**config.mk**
```make
export PLATFORM = sky130hd
export DESIGN_NAME = instr_realign_flat
export DESIGN_NICKNAME = d
export VERILOG_FILES = /design/src/rtl/instr_realign_if.sv /design/src/rtl/instr_realign.sv /design/src/flat_wrapper.sv
export SDC_FILE = /design/constraint.sdc
export NUM_CORES = 1
export LEC_CHECK = 0
export CAP_MARGIN = 25
export CORE_MARGIN = 8
export CORE_UTILIZATION = 35
export CTS_BUF_LIST = sky130_fd_sc_hd__clkbuf_4
export CTS_CLUSTER_SIZE = 14
export DETAILED_ROUTE_END_ITERATION = 8
export GPL_ROUTABILITY_DRIVEN = 0
export SYNTH_ARGS = -nofsm -noshare
export SYNTH_HDL_FRONTEND = slang
export SYNTH_SLANG_ARGS = --single-unit
```
**constraint.sdc**
```tcl
create_clock -name clk -period 3.36 [get_ports clk]
set_input_delay 0.336 -clock clk [delete_from_list [all_inputs] [get_ports clk]]
set_output_delay 0.336 -clock clk [all_outputs]
set_load 0.05 [all_outputs]
```
**src/rtl/instr_realign_if.sv**
```systemverilog
// Fetch-side bus of the instruction realigner: memory word in, realigned instruction out.
// mem_valid_i qualifies mem_rdata_i/fetch_pc_i; a word is consumed only in a cycle where
// mem_valid_i=1, stall_i=0 and flush_i=0 (stall_i acts as the inverse of ready).
interface instr_realign_if;
    logic [31:0] mem_rdata_i;
    logic [31:0] fetch_pc_i;
    logic        mem_valid_i;
    logic        stall_i;
    logic        flush_i;
    logic [31:0] instr_o;
    logic [31:0] instr_pc_o;
    logic        instr_valid_o;
    logic        is_compressed_o;
    logic        pc_half_o;
    logic        misalign_o;
    logic        state_dbg_o;

    modport slave (
        input  mem_rdata_i, fetch_pc_i, mem_valid_i, stall_i, flush_i,
        output instr_o, instr_pc_o, instr_valid_o, is_compressed_o, pc_half_o, misalign_o,
        output state_dbg_o
    );

    modport master (
        output mem_rdata_i, fetch_pc_i, mem_valid_i, stall_i, flush_i,
        input  instr_o, instr_pc_o, instr_valid_o, is_compressed_o, pc_half_o, misalign_o,
        input  state_dbg_o
    );
endinterface

```
**src/rtl/instr_realign.sv**
```systemverilog
// Realigns 16/32-bit instructions from 32-bit fetch words, buffering the first half of a
// 32-bit instruction that straddles a word boundary until the following word arrives.
module instr_realign (
    input  logic           clk,
    input  logic           reset,
    instr_realign_if.slave bus
);
    typedef enum logic {ALIGNED = 1'b0, HALF_HELD = 1'b1} state_e;

    state_e      state_q, state_d;
    logic [15:0] hold_q, hold_d;
    logic [31:0] hold_pc_q, hold_pc_d;
    logic [31:0] instr_q, instr_d;
    logic [31:0] instr_pc_q, instr_pc_d;
    logic        instr_valid_q, instr_valid_d;
    logic        is_compressed_q, is_compressed_d;
    logic        misalign_q, misalign_d;

    logic        accept;
    logic [15:0] sel;
    logic        compressed;
    logic        hold_match;
    logic        pc_half;

    always_comb begin
        accept     = bus.mem_valid_i & ~bus.stall_i & ~bus.flush_i;
        sel        = bus.fetch_pc_i[1] ? bus.mem_rdata_i[31:16] : bus.mem_rdata_i[15:0];
        compressed = (sel[1:0] != 2'b11);
        // Wraps modulo 2^32, so a straddle at 0xFFFF_FFFE completes from address 0.
        hold_match = (state_q == HALF_HELD) && (bus.fetch_pc_i == hold_pc_q + 32'd2);

        state_d         = state_q;
        hold_d          = hold_q;
        hold_pc_d       = hold_pc_q;
        instr_d         = instr_q;
        instr_pc_d      = instr_pc_q;
        instr_valid_d   = instr_valid_q;
        is_compressed_d = is_compressed_q;
        misalign_d      = misalign_q;
        pc_half         = 1'b0;

        // A stall without flush freezes everything; otherwise the strobes drop by default.
        if (!bus.stall_i || bus.flush_i) begin
            instr_valid_d = 1'b0;
            misalign_d    = 1'b0;
        end
        if (bus.flush_i) begin
            state_d = ALIGNED;
        end

        if (accept) begin
            state_d = ALIGNED;
            if (bus.fetch_pc_i[0]) begin
                misalign_d = 1'b1;
            end else if (hold_match) begin
                instr_d         = {bus.mem_rdata_i[15:0], hold_q};
                instr_pc_d      = hold_pc_q;
                instr_valid_d   = 1'b1;
                is_compressed_d = 1'b0;
                pc_half         = 1'b1;
            end else if (compressed) begin
                instr_d         = {16'h0000, sel};
                instr_pc_d      = bus.fetch_pc_i;
                instr_valid_d   = 1'b1;
                is_compressed_d = 1'b1;
                pc_half         = 1'b1;
            end else if (!bus.fetch_pc_i[1]) begin
                instr_d         = bus.mem_rdata_i;
                instr_pc_d      = bus.fetch_pc_i;
                instr_valid_d   = 1'b1;
                is_compressed_d = 1'b0;
            end else begin
                // Upper half opens a 32-bit instruction; keep it for the next word.
                hold_d    = bus.mem_rdata_i[31:16];
                hold_pc_d = bus.fetch_pc_i;
                state_d   = HALF_HELD;
                pc_half   = 1'b1;
            end
        end
    end

    always_ff @(posedge clk) begin
        if (!reset) begin
            state_q         <= ALIGNED;
            hold_q          <= 16'h0000;
            hold_pc_q       <= 32'h0000_0000;
            instr_q         <= 32'h0000_0000;
            instr_pc_q      <= 32'h0000_0000;
            instr_valid_q   <= 1'b0;
            is_compressed_q <= 1'b0;
            misalign_q      <= 1'b0;
        end else begin
            state_q         <= state_d;
            hold_q          <= hold_d;
            hold_pc_q       <= hold_pc_d;
            instr_q         <= instr_d;
            instr_pc_q      <= instr_pc_d;
            instr_valid_q   <= instr_valid_d;
            is_compressed_q <= is_compressed_d;
            misalign_q      <= misalign_d;
        end
    end

    assign bus.instr_o         = instr_q;
    assign bus.instr_pc_o      = instr_pc_q;
    assign bus.instr_valid_o   = instr_valid_q;
    assign bus.is_compressed_o = is_compressed_q;
    assign bus.misalign_o      = misalign_q;
    assign bus.pc_half_o       = pc_half & reset;
    assign bus.state_dbg_o     = state_q;
endmodule

```
**src/flat_wrapper.sv**
```systemverilog
// flat-port wrapper written by rule: the top's interface ports become plain ports
module instr_realign_flat 
  (clk, reset, bus_mem_rdata_i, bus_fetch_pc_i, bus_mem_valid_i, bus_stall_i, bus_flush_i, bus_instr_o, bus_instr_pc_o, bus_instr_valid_o, bus_is_compressed_o, bus_pc_half_o, bus_misalign_o, bus_state_dbg_o);
  instr_realign_if bus_i ();
  input  logic clk;
  input  logic reset;
  input wire logic [$bits(bus_i.mem_rdata_i)-1:0] bus_mem_rdata_i;
  input wire logic [$bits(bus_i.fetch_pc_i)-1:0] bus_fetch_pc_i;
  input wire logic [$bits(bus_i.mem_valid_i)-1:0] bus_mem_valid_i;
  input wire logic [$bits(bus_i.stall_i)-1:0] bus_stall_i;
  input wire logic [$bits(bus_i.flush_i)-1:0] bus_flush_i;
  output wire logic [$bits(bus_i.instr_o)-1:0] bus_instr_o;
  output wire logic [$bits(bus_i.instr_pc_o)-1:0] bus_instr_pc_o;
  output wire logic [$bits(bus_i.instr_valid_o)-1:0] bus_instr_valid_o;
  output wire logic [$bits(bus_i.is_compressed_o)-1:0] bus_is_compressed_o;
  output wire logic [$bits(bus_i.pc_half_o)-1:0] bus_pc_half_o;
  output wire logic [$bits(bus_i.misalign_o)-1:0] bus_misalign_o;
  output wire logic [$bits(bus_i.state_dbg_o)-1:0] bus_state_dbg_o;
  assign bus_i.mem_rdata_i = bus_mem_rdata_i;
  assign bus_i.fetch_pc_i = bus_fetch_pc_i;
  assign bus_i.mem_valid_i = bus_mem_valid_i;
  assign bus_i.stall_i = bus_stall_i;
  assign bus_i.flush_i = bus_flush_i;
  assign bus_instr_o = bus_i.instr_o;
  assign bus_instr_pc_o = bus_i.instr_pc_o;
  assign bus_instr_valid_o = bus_i.instr_valid_o;
  assign bus_is_compressed_o = bus_i.is_compressed_o;
  assign bus_pc_half_o = bus_i.pc_half_o;
  assign bus_misalign_o = bus_i.misalign_o;
  assign bus_state_dbg_o = bus_i.state_dbg_o;
  instr_realign u_core (.clk(clk), .reset(reset), .bus(bus_i));
endmodule
```
==> impl_metrics.tcl <==
set metrics [dict create \
    synth_fp_nets 857 \
    multi_input_area_um2 4074 \
    n_fill_cell 1813 \
    ys_types 57 \
    worstPathRequired_ns 3.02 \
    gr-total-overflow 0 \
    setup_violations 1 \
    grt_pass1_wl_um 32470 \
    root_buffer "clkbuf_4" \
    start_kind "register" \
    synth_seq_cells 114 \
    instances_no_fill 1179 \
    die_w_um 153.8 \
    grt_pass1_vias 6191 \
    route.detailed.drc 0 \
    design.core.area_um2 18710 \
    dr.first_iter.drc_count 249 \
    hold_path_depth 3 \
    cts_tree "built" \
    cts_buffer_depth 2 \
    cts_hold_buf 0 \
    fin_crit_ns 3.438 \
    cp_data_arrival_time_ns 3.10 \
    synthTopCellsByCount "nand2_1 (189), dfxtp_1 (114), mux2i_1 (76), nor2_1 (43), nor3_1 (40)" \
    initial_core_util 0.3555 \
    ant_nets 0 \
    antenna_found_initial 2 \
    post-route-period-util 1.023 \
    syn2layout_area_growth_pct 34.15 \
    status "complete, but fails checks" \
    synth_seq_area_share 0.3432 \
    grt_use_total 0.1678 \
    synth_top_area_frac 0.3432 \
    avgViaCountPerCell 5.183 \
    rows 50 \
    cts_made_buffers 17 \
    worst_slack_ns -0.07767 \
    crit_type "reg2out" \
    synth_most_common_cell "nand2_1" \
    ys.flop_type "dfxtp_1" \
    dp_hpwl_um 14210 \
    power.density_nw_per_um2 333.9 \
    relSlewSlack 0.6173 \
    fin_skew_ns 0.01973 \
    p_leak_nw 3.132 \
    seqCellArea_um2 2298 \
    yosysTopAreaCell "dfxtp_1" \
    path_max_fanout 2 \
    cts.sinks 114 \
    worst_pin_slew_ns 0.5722 \
    end_kind "output pin" \
    reg2reg_depth 12 \
    die_h_um 153.8 \
    max_cap_viol_count 0 \
    reg2reg_from "u_core.hold_pc_q[8]" \
    synthTopCellsByArea "dfxtp_1 (34%), mux2i_1 (11%), nand2_1 (11%)" \
    r2r_end "u_core.hold_pc_q[31]" \
    peakVddDrop_mv 0.1999 \
    clock_latency_ns 0.55 \
    grt_max_degree 111 \
    synth_edf_count 0 \
    routedWlPerCell_um 16.75 \
    pin_count 138 \
    num_vias 6111 \
    drt-total-wl_um 19750 \
    dp.cells 1140 \
    num-nets-final 1001 \
    final_max_slew_viol_count 0 \
    syn-cell-area_um2 6649 \
    portBuffers 136 \
    holdPathEnd "u_core.hold_pc_q[11]" \
    htreeDepth 4 \
    ys_async_sr_fraction 0 \
    min_path_type "in2reg" \
    rsz0062_at_grt "true" \
    syn-mean-instance-area_um2 8.448 \
    violations "setup timing" \
    hold_start "reset" \
    dieArea_um2 23660 \
    timing.fmax_mhz 290.9 \
    drive_gt1_frac 0.2087 \
    clkSlewWorstSetupHoldPaths_ns 0.12 \
    r2r_slack_ns 0.15 \
    dr.pass1.iters 5 \
    hold_violations 0 \
    yosys_warnings 0 \
    postSynthCellCount 787 \
    power.total_mw 2.978 \
]
-- critical path, cell delays in order (launching register included) --
cell and delay, ns:
dfxtp_1 0.36, nand4_1 0.18, or4_4 0.59, or3_1 0.40, a221oi_2 0.24, nand4_1 0.17
nor4_4 0.20, buf_6 0.15, o21a_4 0.13, buf_12 0.13
-- layout make-up --
cell class	instances	area share
inverter	3	0.001262
tap	234	0.03282
clock buffer	17	0.01431
clock inverter	15	0.02202
timing repair buffer	198	0.2149
multi-input combinational	597	0.4567
sequential	114	0.2577
antenna	1	0.0002805
-- per-layer routing --
metal / global-route usage / wire [um] / share of wire
met2: 0.2706 / 9149 / 0.46
met4: 0.04246 / 111 / 0.0056
met5: 0 / 13 / 0.00066
met3: 0.06334 / 1533 / 0.078
met1: 0.2070 / 8938 / 0.45
-- state kept, by name, summed over array words and instances (netlist names) --
signal and cells:
u_core.bus.state_dbg_o 1, u_core.bus.is_compressed_o 1, u_core.bus.instr_pc_o 31, u_core.hold_q 16, u_core.hold_pc_q 31, u_core.bus.instr_o 32
u_core.bus.instr_valid_o 1, u_core.bus.misalign_o 1
-- repair_timing --
| item | CTS | global route |
|---|---|---|
| setup buffers | 3 | 3 |
| endpoints found under the setup margin | 1 | 19 |
| gates resized for setup | 18 | 7 |
| pin swaps | 9 | 2 |
-- placed cells by master (no fill, tap or decap), types with 3 or more instances in the layout --
cell type,instances
nand2_1,189
clkdlybuf4s50_1,134
dfxtp_1,103
mux2i_1,76
buf_4,55
nor2_1,43
nor3_1,39
a221oi_2,30
xnor2_1,29
nand3_1,23
a31o_2,23
clkbuf_4,17
mux2_2,16
and2_1,13
nand4_1,12
dfxtp_2,10
xor2_1,8
a21o_1,8
o21ai_0,7
buf_12,7
inv_6,6
a21oi_1,5
nand2b_1,4
and3_1,4
o21a_1,4
clkinv_4,4
or4_4,3
o211ai_1,3
nor4_1,3
a211oi_1,3
a31oi_1,3
or3_1,3
inv_1,3
a31o_1,3
bufinv_16,3
-- logic make-up after synthesis --
logic type | after synthesis | synth area share
and+or+nand+nor | 360 | 0.2480
DFF | 114 | 0.3432
AOI/OAI and AO/OA | 105 | 0.1543
muxes | 92 | 0.1415
buffers and inverters | 76 | 0.05834
xor gates and xnor gates | 38 | 0.05213
adders and majority gates | 1 | 0.001882
other | 1 | 0.0005640
-- power breakdown --
group,internal [mW],switching (mW),leakage (nW)
clock network,0.539,0.638,0.170
logic,0.183,0.233,2.03
registers,1.37,0.0128,0.927
-- stage by stage --
step	area (um^2)	setup TNS, ns	worst slack, ns	util	hold slack, ns
final	8920	-0.07767	-0.07767	0.4769	0.2893
after global routing	8920	-0.2913	-0.2313	0.4769	0.2690
after CTS	8869	-0.1455	-0.1455	0.4741	0.2531
after detailed placement	8462	-0.02813	-0.01035	0.4524	0.4469
after global placement	8462	-0.2138	-0.01276	0.4524	0.4437
after floorplan	6664	0	0.03706	-	0.4121
-- worst max path at each step --
stage               slack [ns]            startpoint                      to
floorplan                 0.04   u_core.hold_pc_q[2]           bus_pc_half_o
global placement         -0.01    bus_fetch_pc_i[13]   u_core.bus.instr_o[4]
detailed placement       -0.01    bus_fetch_pc_i[13]  u_core.bus.instr_o[25]
CTS                      -0.15   u_core.hold_pc_q[2]           bus_pc_half_o
global route             -0.23   u_core.hold_pc_q[8]           bus_pc_half_o
finish                   -0.08  u_core.hold_pc_q[18]           bus_pc_half_o
Power figures use the tool's default switching activity.
